--- config.mk ---
export PLATFORM = sky130hd
export DESIGN_NAME = ds_cic_decimator_flat
export DESIGN_NICKNAME = d
export VERILOG_FILES = /design/src/rtl/ds_pkg.sv /design/src/rtl/ds_cic_decimator_if.sv /design/src/rtl/ds_cic_comb.sv /design/src/rtl/ds_cic_decimator.sv /design/src/flat_wrapper.sv
export SDC_FILE = /design/constraint.sdc
export NUM_CORES = 1
export LEC_CHECK = 0
export BUFFER_PORTS_ARGS = -buffer_cell sky130_fd_sc_hd__buf_2
export CELL_PAD_IN_SITES_DETAIL_PLACEMENT = 0
export CELL_PAD_IN_SITES_GLOBAL_PLACEMENT = 1
export CORE_ASPECT_RATIO = 1.2
export CORE_MARGIN = 2
export CORE_UTILIZATION = 45
export DETAILED_ROUTE_END_ITERATION = 6
export PLACE_DENSITY = 0.71
export SYNTH_ARGS = -nofsm -noshare
export SYNTH_HDL_FRONTEND = slang
export SYNTH_SLANG_ARGS = --single-unit
--- constraint.sdc ---
create_clock -name CLK -period 23.8 [get_ports CLK]
set_input_delay 1.19 -clock CLK [delete_from_list [all_inputs] [get_ports CLK]]
set_output_delay 1.19 -clock CLK [all_outputs]
set_load 0.05 [all_outputs]
--- src/rtl/ds_pkg.sv ---
// ds_pkg -- shared definitions for the sigma-delta sinc3 decimator.
//
// Holds the default decimation and output-width parameters, the derivation
// of the internal accumulator width, and the output saturation limits.
// No ports; imported with `import ds_pkg::*;`.
package ds_pkg;

  // Default log2 of the decimation ratio (R = 64).
  localparam int DEC_LOG2_DEF = 6;

  // Default output word width (two's complement).
  localparam int OUT_W_DEF = 16;

  // Bits needed to hold the sinc3 gain R^3 = 2^(3*DEC_LOG2) as a signed value,
  // including +full-scale itself. Integrators wrap at this width and the comb
  // differences still come out exact.
  function automatic int acc_w(input int dec_log2);
    return 2 + 3 * dec_log2;
  endfunction

  // Largest and smallest representable output codes for a given width.
  function automatic longint sat_hi(input int w);
    return (longint'(1) <<< (w - 1)) - 1;
  endfunction

  function automatic longint sat_lo(input int w);
    return -(longint'(1) <<< (w - 1));
  endfunction

  // Saturation limits at the default output width.
  localparam longint SAT_HI_DEF = (longint'(1) <<< (OUT_W_DEF - 1)) - 1;
  localparam longint SAT_LO_DEF = -(longint'(1) <<< (OUT_W_DEF - 1));

endpackage : ds_pkg

--- src/rtl/ds_cic_decimator_if.sv ---
// ds_cic_decimator_if -- bitstream input and PCM output stream bundle.
//
// Signals:
//   din         modulator bit (1 -> +1, 0 -> -1)
//   din_valid   din is sampled on cycles where this is 1
//   dout        decimated signed PCM sample, OUT_W bits
//   dout_valid  dout holds an unconsumed sample
//   dout_ready  consumer accepts dout when dout_valid is also 1
// Modports:
//   master  the environment: drives the bitstream, consumes PCM
//   slave   the decimator
interface ds_cic_decimator_if
  import ds_pkg::*;
#(
  parameter int OUT_W = OUT_W_DEF
);
  logic                    din;
  logic                    din_valid;
  logic signed [OUT_W-1:0] dout;
  logic                    dout_valid;
  logic                    dout_ready;

  modport master (
    output din,
    output din_valid,
    output dout_ready,
    input  dout,
    input  dout_valid
  );

  modport slave (
    input  din,
    input  din_valid,
    input  dout_ready,
    output dout,
    output dout_valid
  );
endinterface : ds_cic_decimator_if

--- src/rtl/ds_cic_comb.sv ---
// ds_cic_comb -- one differentiator (comb, delay 1) stage of a CIC decimator.
//
// Ports:
//   CLK    clock
//   reset  asynchronous active-low reset, clears the delay register
//   en     decimation strobe; the delay register captures x only when set
//   x      stage input (wrapping two's complement, W bits)
//   y      x minus the value captured at the previous strobe (combinational)
module ds_cic_comb
  import ds_pkg::*;
#(
  parameter int W = acc_w(DEC_LOG2_DEF)
) (
  input  logic                CLK,
  input  logic                reset,
  input  logic                en,
  input  logic signed [W-1:0] x,
  output logic signed [W-1:0] y
);

  logic signed [W-1:0] dly_reg;

  // Modular subtraction: undoes the integrator wrap exactly.
  assign y = x - dly_reg;

  always_ff @(posedge CLK or negedge reset) begin
    if (!reset) begin
      dly_reg <= '0;
    end else if (en) begin
      dly_reg <= x;
    end
  end

endmodule : ds_cic_comb

--- src/rtl/ds_cic_decimator.sv ---
// ds_cic_decimator -- third-order CIC (sinc3) decimator for a 1-bit
// sigma-delta bitstream, ratio R = 2^DEC_LOG2, with a valid/ready output.
//
// Three integrators run at the accepted-input rate; on the R-th accepted
// sample the three comb stages evaluate and the scaled, saturated result is
// registered into dout, so dout_valid rises one cycle after that sample.
// A new result overwrites a sample that is still held unconsumed.
//
// Ports:
//   CLK      clock, all state changes on the rising edge
//   reset    asynchronous active-low reset
//   bus      ds_cic_decimator_if.slave (din, din_valid, dout, dout_valid,
//            dout_ready)
//   overrun  sticky lost-sample flag, only when DS_DEC_OVERRUN_EN is defined
//
// Build option: define DS_DEC_OVERRUN_EN to add the overrun port and flag.
module ds_cic_decimator
  import ds_pkg::*;
#(
  parameter int DEC_LOG2 = DEC_LOG2_DEF,
  parameter int OUT_W    = OUT_W_DEF
) (
  input  logic                     CLK,
  input  logic                     reset,
  ds_cic_decimator_if.slave        bus
`ifdef DS_DEC_OVERRUN_EN
  ,
  output logic                     overrun
`endif
);

  localparam int ACC_W = acc_w(DEC_LOG2);
  // Right shift mapping comb full-scale 2^(3*DEC_LOG2) onto 2^(OUT_W-1);
  // negative means the output word is wider than the comb and we shift left.
  localparam int SH = 3 * DEC_LOG2 - (OUT_W - 1);
  // Wide enough for either shift direction without losing the sign.
  localparam int WIDE_W = ACC_W + OUT_W + 1;
  localparam logic signed [WIDE_W-1:0] LIM_HI = WIDE_W'(sat_hi(OUT_W));
  localparam logic signed [WIDE_W-1:0] LIM_LO = WIDE_W'(sat_lo(OUT_W));

  // ---------------------------------------------------------------------
  // Input mapping and decimation counter
  // ---------------------------------------------------------------------
  logic signed [ACC_W-1:0] x_ext;
  logic [DEC_LOG2-1:0]     cnt_reg;
  logic                    strobe;

  assign x_ext  = bus.din ? {{(ACC_W-1){1'b0}}, 1'b1} : {ACC_W{1'b1}};
  // The counter is a power-of-two wide, so R-1 is all ones and it wraps by itself.
  assign strobe = bus.din_valid && (&cnt_reg);

  always_ff @(posedge CLK or negedge reset) begin
    if (!reset) begin
      cnt_reg <= '0;
    end else if (bus.din_valid) begin
      cnt_reg <= cnt_reg + 1'b1;
    end
  end

  // ---------------------------------------------------------------------
  // Integrators. Each stage's next value feeds the following stage in the
  // same cycle, so on the strobe cycle the last stage's next value already
  // includes the R-th sample and the combs can use it directly.
  // ---------------------------------------------------------------------
  genvar gi;
  generate
    for (gi = 0; gi < 3; gi++) begin : g_integ
      logic signed [ACC_W-1:0] acc_reg;
      logic signed [ACC_W-1:0] acc_next;
      logic signed [ACC_W-1:0] addend;

      if (gi == 0) begin : g_src
        assign addend = x_ext;
      end else begin : g_src
        assign addend = g_integ[gi-1].acc_next;
      end

      assign acc_next = acc_reg + addend;

      always_ff @(posedge CLK or negedge reset) begin
        if (!reset) begin
          acc_reg <= '0;
        end else if (bus.din_valid) begin
          acc_reg <= acc_next;
        end
      end
    end
  endgenerate

  // ---------------------------------------------------------------------
  // Comb chain, evaluated on the strobe
  // ---------------------------------------------------------------------
  generate
    for (gi = 0; gi < 3; gi++) begin : g_comb
      logic signed [ACC_W-1:0] c_in;
      logic signed [ACC_W-1:0] c_out;

      if (gi == 0) begin : g_src
        assign c_in = g_integ[2].acc_next;
      end else begin : g_src
        assign c_in = g_comb[gi-1].c_out;
      end

      ds_cic_comb #(
        .W (ACC_W)
      ) u_comb (
        .CLK   (CLK),
        .reset (reset),
        .en    (strobe),
        .x     (c_in),
        .y     (c_out)
      );
    end
  endgenerate

  // ---------------------------------------------------------------------
  // Scaling and saturation
  // ---------------------------------------------------------------------
  logic signed [WIDE_W-1:0] wide_ext;
  logic signed [WIDE_W-1:0] wide_scaled;
  logic signed [OUT_W-1:0]  sat_val;

  assign wide_ext = {{(WIDE_W-ACC_W){g_comb[2].c_out[ACC_W-1]}}, g_comb[2].c_out};

  generate
    if (SH >= 0) begin : g_shr
      assign wide_scaled = wide_ext >>> SH;
    end else begin : g_shl
      assign wide_scaled = wide_ext <<< (-SH);
    end
  endgenerate

  // +full-scale lands one code above the positive limit and is clipped here.
  always_comb begin
    sat_val = wide_scaled[OUT_W-1:0];
    if (wide_scaled > LIM_HI) begin
      sat_val = LIM_HI[OUT_W-1:0];
    end else if (wide_scaled < LIM_LO) begin
      sat_val = LIM_LO[OUT_W-1:0];
    end
  end

  // ---------------------------------------------------------------------
  // Output register and handshake
  // ---------------------------------------------------------------------
  logic signed [OUT_W-1:0] dout_reg;
  logic                    dout_valid_reg;

  // A fresh result always loads, even over an unconsumed one; a handshake in
  // the same cycle as a load leaves valid set for the new value.
  always_ff @(posedge CLK or negedge reset) begin
    if (!reset) begin
      dout_reg       <= '0;
      dout_valid_reg <= 1'b0;
    end else if (strobe) begin
      dout_reg       <= sat_val;
      dout_valid_reg <= 1'b1;
    end else if (dout_valid_reg && bus.dout_ready) begin
      dout_valid_reg <= 1'b0;
    end
  end

  assign bus.dout       = dout_reg;
  assign bus.dout_valid = dout_valid_reg;

`ifdef DS_DEC_OVERRUN_EN
  logic overrun_reg;
  logic sample_lost;

  // The held sample is lost only if it is not being taken in the load cycle.
  assign sample_lost = strobe && dout_valid_reg && !bus.dout_ready;

  always_ff @(posedge CLK or negedge reset) begin
    if (!reset) begin
      overrun_reg <= 1'b0;
    end else if (sample_lost) begin
      overrun_reg <= 1'b1;
    end
  end

  assign overrun = overrun_reg;
`endif

endmodule : ds_cic_decimator

--- src/flat_wrapper.sv ---
// flat-port wrapper written by rule: the top's interface ports become plain ports
module ds_cic_decimator_flat import ds_pkg::*;
#(
  parameter int DEC_LOG2 = DEC_LOG2_DEF,
  parameter int OUT_W    = OUT_W_DEF
)
  (CLK, reset, bus_din, bus_din_valid, bus_dout_ready, bus_dout, bus_dout_valid);
  ds_cic_decimator_if #(.OUT_W(OUT_W)) bus_i ();
  input  logic CLK;
  input  logic reset;
  input wire logic [$bits(bus_i.din)-1:0] bus_din;
  input wire logic [$bits(bus_i.din_valid)-1:0] bus_din_valid;
  input wire logic [$bits(bus_i.dout_ready)-1:0] bus_dout_ready;
  output wire logic [$bits(bus_i.dout)-1:0] bus_dout;
  output wire logic [$bits(bus_i.dout_valid)-1:0] bus_dout_valid;
  assign bus_i.din = bus_din;
  assign bus_i.din_valid = bus_din_valid;
  assign bus_i.dout_ready = bus_dout_ready;
  assign bus_dout = bus_i.dout;
  assign bus_dout_valid = bus_i.dout_valid;
  ds_cic_decimator #(.DEC_LOG2(DEC_LOG2), .OUT_W(OUT_W)) u_core (.CLK(CLK), .reset(reset), .bus(bus_i));
endmodule
Word-level counts from Yosys, hierarchy flattened
Cells that the tools add are included.
{ "totals": {"ff_bits": 143, "in_bits": 5, "wordCells": 27, "output_inout_bits": 17} }
{ "classes": {"order_cmp": 2, "reduce_logical": 4, "muxes": 5, "n_addsub": 7} }
{ "ops": {"columns": ["cell", "count"], "rows": [
  ["adder 20 bit", 3],
  ["subtractor 20 bit", 3],
  ["2-to-1 mux 16 bit", 2],
  ["2-to-1 mux 20 bit", 1],
  ["> comparator 17 x 16 -> 1 bit (second input constant)", 1],
  ["less-than comparator 17 x 16 -> 1 bit (second input constant)", 1],
  ["adder 6 x 1 -> 6 bit (second input constant)", 1],
  ["AND reduction 6 bit", 1],
  ["logical AND 1 bit", 2],
  ["2-to-1 mux 1 bit", 2],
  ["nonzero test 2 bit", 1]
]} }

Logic depth before layout (Yosys ltp)
Gate-level depths: netlist (run 1).
{ "depth": {"word_depth": 10, "depth_mapped": 44, "depth_no_buf": 44} }

By module
Synthesis (run 1) repeated with hierarchy kept, for this count alone.
{ "unflattened": {"hier_cells": 1231, "area_unflattened_um2": 10908.0} }
{ "by_module_without_submodules": {"columns": ["module", "n_inst", "cells_per_inst", "area_each_um2", "seq_area_each_um2"], "rows": [
  ["ds_cic_decimator", 1, 625, 6024.5, 2077.0],
  ["ds_cic_comb at u_core.g_comb[1].u_comb ...", 2, 202, 1622.8, 500.5],
  ["ds_cic_comb at u_core.g_comb[0].u_comb", 1, 202, 1637.8, 500.5]
]} }

Worst setup path before layout (run 1)
OpenSTA, ideal clock, no wires.
{ "synth_timing": {"path_type": "input to register", "start": "in bus_din", "end": "reg u_core.dout_reg[2] (netlist: u_core.bus.dout[2])", "arrival_time_ps": 8995, "cell_stages": 34, "required_time_ps": 23671, "path_buffers": 0, "setup_ps": 129, "slack_ps": 14675, "cell_sequence": "inv_1 fa_1 a21o_1 a21oi_1 o21bai_1 a21oi_1 o21bai_1 a21oi_1 o21ai_0 a2111oi_0 nor2_1 xnor2_1 ha_1 nand4_1 o31a_1 xnor2_1 ha_1 a21oi_1 o21ai_0 xor2_1 ha_1 a2111o_1 o31ai_1 xnor2_1 ha_1 or3_1 nor3b_1 a21oi_1 xnor2_1 xnor2_2 xor2_2 mux2_4 nand2_1 a22oi_2"} }
{ "synth_via": {"elab_chain_cells": 10, "elab_cells_between_ends": 11, "cone_classes": "6 x add/sub; 2 x order compare; 3 x mux"} }
{ "synth_lines": {"columns": ["item", "line_no", "source"], "rows": [
  ["start: declaration", "flat_wrapper.sv:11", "input wire logic [$bits(bus_i.din)-1:0] bus_din;"],
  ["2-to-1 mux 20 bit (*)", "ds_cic_decimator.sv:48", "assign x_ext = bus.din ? {{(ACC_W-1){1'b0}}, 1'b1} : {ACC_W{1'b1}};"],
  ["adder 20 bit (*)", "ds_cic_decimator.sv:78", "assign acc_next = acc_reg + addend;"],
  ["via u_core.g_integ[0].acc_next[14]", "ds_cic_decimator.sv:69", "logic signed [ACC_W-1:0] acc_next;"],
  ["adder 20 bit (*)", "ds_cic_decimator.sv:78", null],
  ["via u_core.g_integ[1].acc_next[15]", "ds_cic_decimator.sv:69", null],
  ["adder 20 bit (*)", "ds_cic_decimator.sv:78", null],
  ["via u_core.g_comb[0].c_in[16]", "ds_cic_decimator.sv:95", "logic signed [ACC_W-1:0] c_in;"],
  ["subtractor 20 bit (*)", "ds_cic_comb.sv:24", "assign y = x - dly_reg;"],
  ["via u_core.g_comb[0].c_out[17]", "ds_cic_decimator.sv:96", "logic signed [ACC_W-1:0] c_out;"],
  ["subtractor 20 bit (*) (2 in a row)", "ds_cic_comb.sv:24", null],
  ["less-than comparator 17 x 16 -> 1 bit", "ds_cic_decimator.sv:138", "end else if (wide_scaled < LIM_LO) begin"],
  ["2-to-1 mux 16 bit", "ds_cic_decimator.sv:138", null],
  ["2-to-1 mux 16 bit (*)", "ds_cic_decimator.sv:136", "if (wide_scaled > LIM_HI) begin"],
  ["end signal: assignment", "ds_cic_decimator.sv:156", "dout_reg <= sat_val;"],
  ["end: declaration", "ds_cic_decimator.sv:146", "logic signed [OUT_W-1:0] dout_reg;"]
]} }
Mark *: on every way through the listed nets, which the timed path passes. The rest lies on a longest branch.
A chain may end at the register's enable or synchronous reset.

Worst setup path after layout (run 1)
{ "layout_timing": {"start": "in bus_din", "end": "reg u_core.dout_reg[5] (netlist: u_core.bus.dout[5])"} }
{ "layout_via": {"elab_chain_cells": 10, "elab_cells_between_ends": 11, "cone_classes": "6 x add/sub; 2 x order compare; 3 x mux"} }
{ "layout_lines": {"columns": ["item", "line_no"], "rows": [
  ["2-to-1 mux 20 bit (*)", "ds_cic_decimator.sv:48"],
  ["adder 20 bit (*)", "ds_cic_decimator.sv:78"],
  ["via u_core.g_integ[0].acc_next[14]", "ds_cic_decimator.sv:69"],
  ["adder 20 bit (*)", "ds_cic_decimator.sv:78"],
  ["via u_core.g_integ[1].acc_next[15]", "ds_cic_decimator.sv:69"],
  ["adder 20 bit (*)", "ds_cic_decimator.sv:78"],
  ["via u_core.g_comb[0].c_in[16]", "ds_cic_decimator.sv:95"],
  ["subtractor 20 bit (*)", "ds_cic_comb.sv:24"],
  ["via u_core.g_comb[0].c_out[17]", "ds_cic_decimator.sv:96"],
  ["subtractor 20 bit (*)", "ds_cic_comb.sv:24"],
  ["via u_core.g_comb[1].c_out[18]", "ds_cic_decimator.sv:96"],
  ["subtractor 20 bit (*)", "ds_cic_comb.sv:24"],
  ["less-than comparator 17 x 16 -> 1 bit", "ds_cic_decimator.sv:138"],
  ["2-to-1 mux 16 bit", "ds_cic_decimator.sv:138"],
  ["2-to-1 mux 16 bit (*)", "ds_cic_decimator.sv:136"]
]} }
Marks and branches as above.

==> results of run 1 <==
[final timing paths]
check,to,slack (ns),depth (start not counted)
setup / recovery,u_core.bus.dout[5]$_DFFE_PN0P_,13.40,34
hold / removal,u_core.bus.dout[12]$_DFFE_PN0P_,0.48,2
setup reg to reg,u_core.bus.dout[5]$_DFFE_PN0P_,14.30,32
hold reg to reg,u_core.bus.dout[12]$_DFFE_PN0P_,0.48,2
max in group asynchronous,u_core.g_integ[2].acc_reg[12]$_DFFE_PN0P_,21.68,2
min in group asynchronous,u_core.g_comb[2].u_comb.dly_reg[13]$_DFFE_PN0P_,0.88,1
[stage by stage]
stage / utilization, % / hold WS (ns) / cells / setup slack, ns / area, um2
2_1_floorplan: - / 0.444 / 1154 / 14.68 / 10600
3_3_place_gp: 47.5 / 0.459 / 1468 / 13.02 / 11000
3_5_place_dp: 47.5 / 0.469 / 1468 / 12.93 / 11000
4_1_cts: 50.2 / 0.483 / 1499 / 13.33 / 11600
5_1_grt: 50.2 / 0.494 / 1499 / 12.46 / 11600
6_report: 50.2 / 0.478 / 1499 / 13.40 / 11600
[area by class of cell]
cell class	instances	area [um2]	area share, %
well taps	315	394	3.39
clock inverters	9	158	1.36
inverters	100	375	3.23
clock buffers	22	474	4.08
flip-flops and latches	143	3580	30.8
repair buffers	25	141	1.22
multi-input cells	885	6490	55.9
[worst reg2reg max path, delay by kind of cell, from the launching register on]
family	cells	cell delay (ns)
flops	1	0.46
compound gates	16	4.77
simple gates	4	0.90
fa+ha+maj	6	2.09
xor+xnor	6	1.11
[kinds of logic after synthesis]
logic type	after synthesis	share of synthesized area, %
compound gates	309	18.5
simple gates	289	12.5
flops	143	33.9
buf+inv	126	4.62
fa+ha+maj	119	14.5
xor+xnor	103	9.09
mux	65	6.97
[routing by layer]
metal / up-vias / part of all wire (%) / global-route usage, %
met4: 0 / 2.3 / 6.14
li1: 4086 / - / -
met3: 22 / 1.6 / 2.64
met1: 3635 / 46 / 21.7
met5: - / 0 / 0
met2: 60 / 50 / 32.6
[cells in the mapped netlist (10+ instances only)]
cell,count,area (um2)
inv_1,100,375
dfrtp_1,143,3580
xnor2_1,71,622
nor2b_1,12,75.1
nor3_1,21,105
o21a_1,19,143
nand3_1,13,65.1
a21boi_0,10,75.1
mux2_2,64,721
ha_1,114,1430
nor2_1,75,282
a21o_1,27,203
nand2b_1,10,62.6
o31ai_1,12,90.1
o21ai_0,95,475
a21oi_1,69,345
clkbuf_1,20,75.1
nand2_1,112,420
xor2_1,27,236
==> metrics.yaml, run 1 <==
die:
  std_cell_rows: 61
  ios: 22
  start_util_pct: 45.7
  die-area_um2: 24700
  coreArea_um2: 23100
  fp.dieW_um: 144
  die_y_um: 172
timing:
  slew_viol_final: 0
  slew_headroom_pct: 39.4
  fin_crit_ns: 10.40
  hold_viol: 0
  setup_violations: 0
  fin_crit_sh_pct: 43.7
  max_freq_mhz: 96.2
  tns_ns: 0
  rsz0062_at_grt: "no"
  tightest_slew_ns: 0.909
  finalClockSkew_ns: 0.00984
worst_hold_path:
  holdCritPathClass: "reg2reg"
  hold_path_startpoint: "u_core.bus.dout[12]$_DFFE_PN0P_"
routing:
  wl_per_cell_um: 14.1
  ant_nets: 0
  vias_per_cell: 5.21
  vias: 7803
  drc: 0
  wirelength_mm: 21.2
  first_pass_iters: 6
  initialDrtViolationCount: 209
worst_setup_path:
  critical_path.top_delay_family: "compound AO/OA/AOI/OAI gates"
  critical-path-max-stage-delay_ns: 0.74
  r2r-start: "u_core.g_integ[0].acc_reg[0]$_DFFE_PN0P_"
  required_ns: 24.05
  critPathMaxFanout: 19
  crit_buf_inv: 2
  worstPathArrival_ns: 10.64
  criticalPathCategory: "in2reg"
  cp-end-kind: "flip-flop"
  crit_top_cell: "ha_1"
  cpMaxStageDelayCell: "a2111oi_0"
  timing.critical_path.from: "bus_din"
  startpoint_type: "input port"
clock_tree:
  cts_max_path_buffers: 2
  clockRootBuffer: "clkbuf_16"
  htree_levels: 4
  clk_latency_ns: 0.42
  cts_tree: "built"
  clk_pin_slew_ns: 0.06
  holdBufCountCts: 0
  cts_setup_buffers: 0
  ctsResizeCount: 0
  cts_sinks: 143
  numCtsBuffers: 17
status:
  status: "complete, no violations"
global_routing:
  grt_antenna_before_repair: 0
  grt_pass1_vias: 7677
  grt_pass1_wl_mm: 36.0
  grt_overflow: 0
  grtUsageTotal_pct: 18.0
  grt_max_degree: 94
cells_and_area:
  nets: 1296
  final_common_cell: "dfrtp_1"
  fill_cells: 2233
  drive_above_1_share_pct: 12.3
  antenna_cells: 0
  layout_common_cells: "143 x dfrtp_1, 114 x ha_1, 112 x nand2_1"
  area_growth_pct: 10.0
logic_synthesis:
  synth_ff_type: "dfrtp_1"
  syn_avg_cell_area_um2: 9.15
  synth_edf_count: 0
  seq_area_frac_synth_pct: 33.9
  yosysUniqueCellTypes: 67
  synthCells: 1154
  syn_nets: 1278
  synthArstFlopShare_pct: 100
  yosysWarnings: 0
  netlist_area_um2: 10600
  ys_seq_elements: 143
placed_design:
  hpwl_mm: 15.9
  gp_congestion: 0.879
  io_buffers: 21
job:
  maxCapViolCount: 0
Power of run 1 is left out: the tool's default activity adds up to more than one toggle a clock period on the data nets, which glitch-free logic cannot reach.
==> run 2, diff against run 1 <==
PLACE_DENSITY = 0.74   (was 0.71)
clock period = 8.49 ns   (was 23.8 ns; I/O delays follow)
==> metrics.yaml, run 2 (synthesis gave the netlist of run 1 again) <==
worst_setup_path:
  cpMaxStageDelayCell: "a2111o_1"  # was a2111oi_0
  reg2reg_to: "u_core.bus.dout[1]$_DFFE_PN0P_"  # was u_core.bus.dout[5]$_DFFE_PN0P_
  startpoint_type: "flip-flop"  # was input port
  required_ns: 8.80  # was 24.05 ns
  cp-end-kind: "flip-flop"  # unchanged
  criticalPathCategory: "reg2reg"  # was in2reg
  r2r-start: "u_core.g_integ[0].acc_reg[0]$_DFFE_PN0P_"  # unchanged
  crit_top_cell: "a21oi_2"  # was ha_1
  worstPathArrival_ns: 8.40  # was 10.64 ns
  critical-path-max-stage-delay_ns: 0.45  # was 0.74 ns
  ff2ff_setup_slack_ns: 0.40  # was 14.30 ns
  critPathMaxFanout: 8  # was 19
  reg2reg_depth: 38  # was 32
global_routing:
  grtUsageTotal_pct: 19.0  # was 18.0%
  grt_pass1_vias: 8677  # was 7,677
  grt_max_degree: 77  # was 94
  grt_overflow: 0  # unchanged
  grt_pass1_wl_mm: 38.1  # was 36.0 mm
  grt_antenna_before_repair: 0  # unchanged
job:
  maxCapViolCount: 0  # unchanged
routing:
  vias_per_cell: 5.13  # was 5.21
  wl_per_cell_um: 13.3  # was 14.1 um
  drc: 0  # unchanged
  initialDrtViolationCount: 203  # was 209
  ant_nets: 0  # unchanged
  vias: 8701  # was 7,803
  first_pass_iters: 4  # was 6
  wirelength_mm: 22.6  # was 21.2 mm
worst_hold_path:
  holdCritPathClass: "in2async"  # was reg2reg
clock_tree:
  cts_sinks: 143  # unchanged
  cts_max_path_buffers: 2  # unchanged
  clk_pin_slew_ns: 0.06  # about the same
  clockRootBuffer: "clkbuf_16"  # unchanged
  htree_levels: 4  # unchanged
  numCtsBuffers: 17  # unchanged
  clk_latency_ns: 0.43  # was 0.42 ns
  cts_tree: "built"  # unchanged
timing:
  finalClockSkew_ns: 0.0132  # was 0.00984 ns
  max_freq_mhz: 124
  fin_crit_ns: 8.09
  whs_ns: 0.0408  # was 0.478 ns
  slew_viol_final: 0  # unchanged
  slew_headroom_pct: 40.4  # was 39.4%
  tns_ns: 0  # unchanged
  setup_violations: 0  # unchanged
  fin_crit_sh_pct: 95.3
  rsz0062_at_grt: "yes"  # was no
  hold_viol: 0  # unchanged
  tightest_slew_ns: 0.894  # was 0.909 ns
cells_and_area:
  antenna_cells: 0  # unchanged
  fin_area_um2: 13500  # was 11,600 um2
  layout_common_cells: "200 x buf_4, 143 x dfrtp_1, 112 x ha_1"  # was 143 x dfrtp_1, 114 x ha_1, 112 x nand2_1
  area_growth_pct: 27.8  # was 10.0%
  final_util_pct: 58.3  # was 50.2%
  final_common_cell: "buf_4"  # was dfrtp_1
  drive_above_1_share_pct: 30.0  # was 12.3%
  nets: 1494  # was 1,296
placed_design:
  hpwl_mm: 16.8  # was 15.9 mm
  io_buffers: 21  # unchanged
  placed_area_um2: 12400  # was 11,000 um2
  gp_congestion: 0.849  # was 0.879
die:
  start_util_pct: 45.7  # unchanged
  die-area_um2: 24700  # unchanged
  ios: 22  # unchanged
  coreArea_um2: 23100  # unchanged
  fp.dieW_um: 144  # unchanged
  std_cell_rows: 61  # unchanged
  die_y_um: 172  # unchanged
status:
  status: "complete, no violations"  # unchanged
[run 2: final cells by class]
| class | count | area, um2 |
|---|---|---|
| timing repair buffer | 222 | 1620 |
| clock inverter | 11 | 188 |
| fill | 2118 | 9630 |
| tap | 315 | 394 |
| sequential | 143 | 3580 |
| clock buffer | 20 | 457 |
| multi-input combinational | 886 | 6880 |
| inverter | 100 | 375 |
[run 2: routing by layer]
metal	part of all wire, %	routed length, um	vias to the layer above	global-route usage [%]
met3	1.6	354	35	2.90
met5	0	0	-	0
met4	3.3	735	0	8.06
met1	42	9560	4118	20.7
li1	-	-	4473	-
met2	53	11900	75	36.3
[run 2: through the flow]
step	std cells	worst slack (ns)
after CTS	1688	-0.00610
after global routing	1697	-0.0580
after detailed placement	1656	-0.572
final	1697	0.400
after global placement	1656	-0.526
after floorplan	1154	0.131
[run 2: timing repair]
| item | 4_1_cts | 5_1_grt |
|---|---|---|
| setup buffers | 1 | 9 |
| pin swaps | 4 | 46 |
| hold buffers | 0 | 0 |
| endpoints found under the setup margin | 16 | 17 |
| resized for setup | 11 | 83 |
| cloned | 0 | 1 |
[run 2: critical path: cells and delay by family, from the launching register on]
family | cells | cell delay, ns
simple gates | 7 | 1.40
flops | 1 | 0.40
compound gates | 16 | 2.47
fa+ha+maj | 5 | 1.59
buf+inv | 2 | 0.28
xor+xnor | 7 | 1.41
mux | 1 | 0.42
[run 2: worst max path at each step]
stage | start | end | slack [ns] | cells after the start
2_1_floorplan | bus_din | u_core.bus.dout[2]$_DFFE_PN0P_ | 0.13 | 34
3_3_place_gp | bus_din | u_core.bus.dout[4]$_DFFE_PN0P_ | -0.53 | 39
3_5_place_dp | bus_din | u_core.bus.dout[4]$_DFFE_PN0P_ | -0.57 | 39
4_1_cts | u_core.g_integ[0].acc_reg[0]$_DFFE_PN0P_ | u_core.bus.dout[2]$_DFFE_PN0P_ | -0.006 | 39
5_1_grt | u_core.g_integ[0].acc_reg[1]$_DFFE_PN0P_ | u_core.bus.dout[9]$_DFFE_PN0P_ | -0.06 | 40
6_report | u_core.g_integ[0].acc_reg[0]$_DFFE_PN0P_ | u_core.bus.dout[1]$_DFFE_PN0P_ | 0.40 | 38
Power of run 2 is left out for the same reason.
==> run 3, diff against run 2 <==
GPL_TIMING_DRIVEN = 0   (was not set)
==> metrics.yaml, run 3 (synthesis gave the netlist of run 1 again) <==
status:
  status: "complete, no violations"  # unchanged
routing:
  drc: 0  # unchanged
  wl_per_cell_um: 15.2  # was 13.3 um
  first_pass_iters: 4  # unchanged
  vias_per_cell: 5.25  # was 5.13
  wirelength_mm: 24.2  # was 22.6 mm
  vias: 8344  # was 8,701
  ant_nets: 0  # unchanged
  initialDrtViolationCount: 285  # was 203
cells_and_area:
  layout_common_cells: "141 x dfrtp_1, 106 x nand2_1, 99 x inv_1"  # was 200 x buf_4, 143 x dfrtp_1, 112 x ha_1
  antenna_cells: 0  # unchanged
  final_common_cell: "dfrtp_1"  # was buf_4
  fill_cells: 2126  # was 2,118
  area_growth_pct: 24.3  # was 27.8%
  nets: 1386  # was 1,494
  drive_above_1_share_pct: 27.1  # was 30.0%
worst_setup_path:
  startpoint_type: "input port"  # was flip-flop
  critical-path-max-stage-delay_ns: 0.47  # was 0.45 ns
  r2r-start: "u_core.g_integ[0].acc_reg[1]$_DFFE_PN0P_"  # was u_core.g_integ[0].acc_reg[0]$_DFFE_PN0P_
  critPathMaxFanout: 5  # was 8
  crit_top_cell: "a21oi_2"  # unchanged
  timing.critical_path.from: "bus_din"  # was u_core.g_integ[0].acc_reg[0]$_DFFE_PN0P_
  cp-end-kind: "flip-flop"  # unchanged
  cpMaxStageDelayCell: "or4_4"  # was a2111o_1
  worstPathArrival_ns: 8.49  # was 8.40 ns
  criticalPathCategory: "in2reg"  # was reg2reg
  required_ns: 8.80  # about the same
die:
  die-area_um2: 24700  # unchanged
  die_y_um: 172  # unchanged
  fp.dieW_um: 144  # unchanged
  coreArea_um2: 23100  # unchanged
  ios: 22  # unchanged
  start_util_pct: 45.7  # unchanged
  std_cell_rows: 61  # unchanged
timing:
  setup_violations: 0  # unchanged
  rsz0062_at_grt: "yes"  # unchanged
  slew_viol_final: 0  # unchanged
  tightest_slew_ns: 1.04  # was 0.894 ns
  fin_crit_sh_pct: 96.4  # was 95.3%
  hold_viol: 0  # unchanged
  slew_headroom_pct: 29.5  # was 40.4%
  fin_crit_ns: 8.18  # was 8.09 ns
  max_freq_mhz: 122  # was 124 MHz
  finalClockSkew_ns: 0.0142  # was 0.0132 ns
  tns_ns: 0  # unchanged
job:
  maxCapViolCount: 0  # unchanged
worst_hold_path:
  hold_path_startpoint: "bus_dout_ready"
  holdCritPathClass: "in2reg"  # was in2async
clock_tree:
  numCtsBuffers: 17  # unchanged
  clk_pin_slew_ns: 0.06  # about the same
  cts_tree: "built"  # unchanged
  clk_latency_ns: 0.44  # was 0.43 ns
  cts_sinks: 143  # unchanged
  cts_max_path_buffers: 2  # unchanged
  clockRootBuffer: "clkbuf_16"  # unchanged
  htree_levels: 4  # unchanged
global_routing:
  grt_overflow: 0  # unchanged
  grt_max_degree: 90  # was 77
  grt_pass1_vias: 8053  # was 8,677
  grtUsageTotal_pct: 19.5  # was 19.0%
  grt_antenna_before_repair: 0  # unchanged
  grt_pass1_wl_mm: 38.2  # was 38.1 mm
placed_design:
  hpwl_mm: 17.3  # was 16.8 mm
  io_buffers: 21  # unchanged
  gp_congestion: 0.801  # was 0.849
-- run 3: cell types whose count changed in the layout (fill, tap and decap cells not counted), moves of 6 or more --
| cell | before | now |
|---|---|---|
| buf_4 | 200 | 63 |
| clkbuf_1 | 1 | 20 |
| ha_1 | 112 | 95 |
| ha_4 | 0 | 11 |
| xnor2_1 | 61 | 53 |
| xnor2_2 | 11 | 19 |
| ha_2 | 2 | 8 |
| o21ai_2 | 2 | 8 |
-- run 3: metrics by stage --
step / hold WS [ns] / cells / utilization (%) / worst slack [ns] / cell area (um2)
after detailed placement: 0.430 / 1491 / 48.0 / -1.61 / 11100
after global routing: 0.180 / 1590 / 56.7 / -0.111 / 13100
final: 0.185 / 1590 / 56.7 / 0.306 / 13100
after CTS: 0.172 / 1540 / 51.5 / 0.0294 / 11900
after floorplan: 0.129 / 1154 / - / 0.131 / 10600
after global placement: 0.455 / 1490 / 47.8 / -1.63 / 11100
-- run 3: layout make-up --
| class | instances | area [um2] | area share [%] |
|---|---|---|---|
| Tap cell | 315 | 394 | 3.00 |
| Clock inverter | 12 | 109 | 0.830 |
| Inverter | 100 | 379 | 2.89 |
| Buffer | 25 | 109 | 0.830 |
| Multi-Input combinational cell | 886 | 7410 | 56.5 |
| Timing Repair Buffer | 89 | 686 | 5.23 |
| Sequential cell | 143 | 3580 | 27.3 |
| Clock buffer | 20 | 457 | 3.48 |
-- run 3: worst max-delay path, delay by kind of cell --
family,cells,cell delay [ns]
mux,1,0.33
buf+inv,3,0.48
compound gates,16,2.43
xor+xnor,5,0.71
fa+ha+maj,6,1.84
simple gates,10,2.28
-- run 3: timing repair --
item | in CTS | in global routing
pin swaps | 15 | 94
resized for setup | 34 | 159
cloned | 0 | 2
hold endpoints to repair | 43 | 0
setup endpoints to repair | 18 | 17
buffers inserted | 16 | 49
hold buffers | 1 | 0
-- run 3: path summary, 6_finish.rpt --
check	to	slack (ns)	depth (start not counted)
worst min register to register	u_core.bus.dout[9]$_DFFE_PN0P_	0.47	2
min in group asynchronous	u_core.g_comb[1].u_comb.dly_reg[16]$_DFFE_PN0P_	0.52	2
worst max-delay path	u_core.bus.dout[2]$_DFFE_PN0P_	0.31	41
worst min-delay path	u_core.bus.dout_valid$_DFFE_PN0P_	0.18	2
worst max register to register	u_core.bus.dout[2]$_DFFE_PN0P_	0.31	39
max in group asynchronous	u_core.g_comb[0].u_comb.dly_reg[5]$_DFFE_PN0P_	7.12	3
-- run 3: per-layer routing --
metal  vias up  track usage, %  wire length, um
li1       4263               -                -
met1      3987            22.0            10200
met2        68            37.8            13200
met3        26            3.01              405
met4         0            5.24              374
met5         -               0                0
Power of run 3 is left out for the same reason.
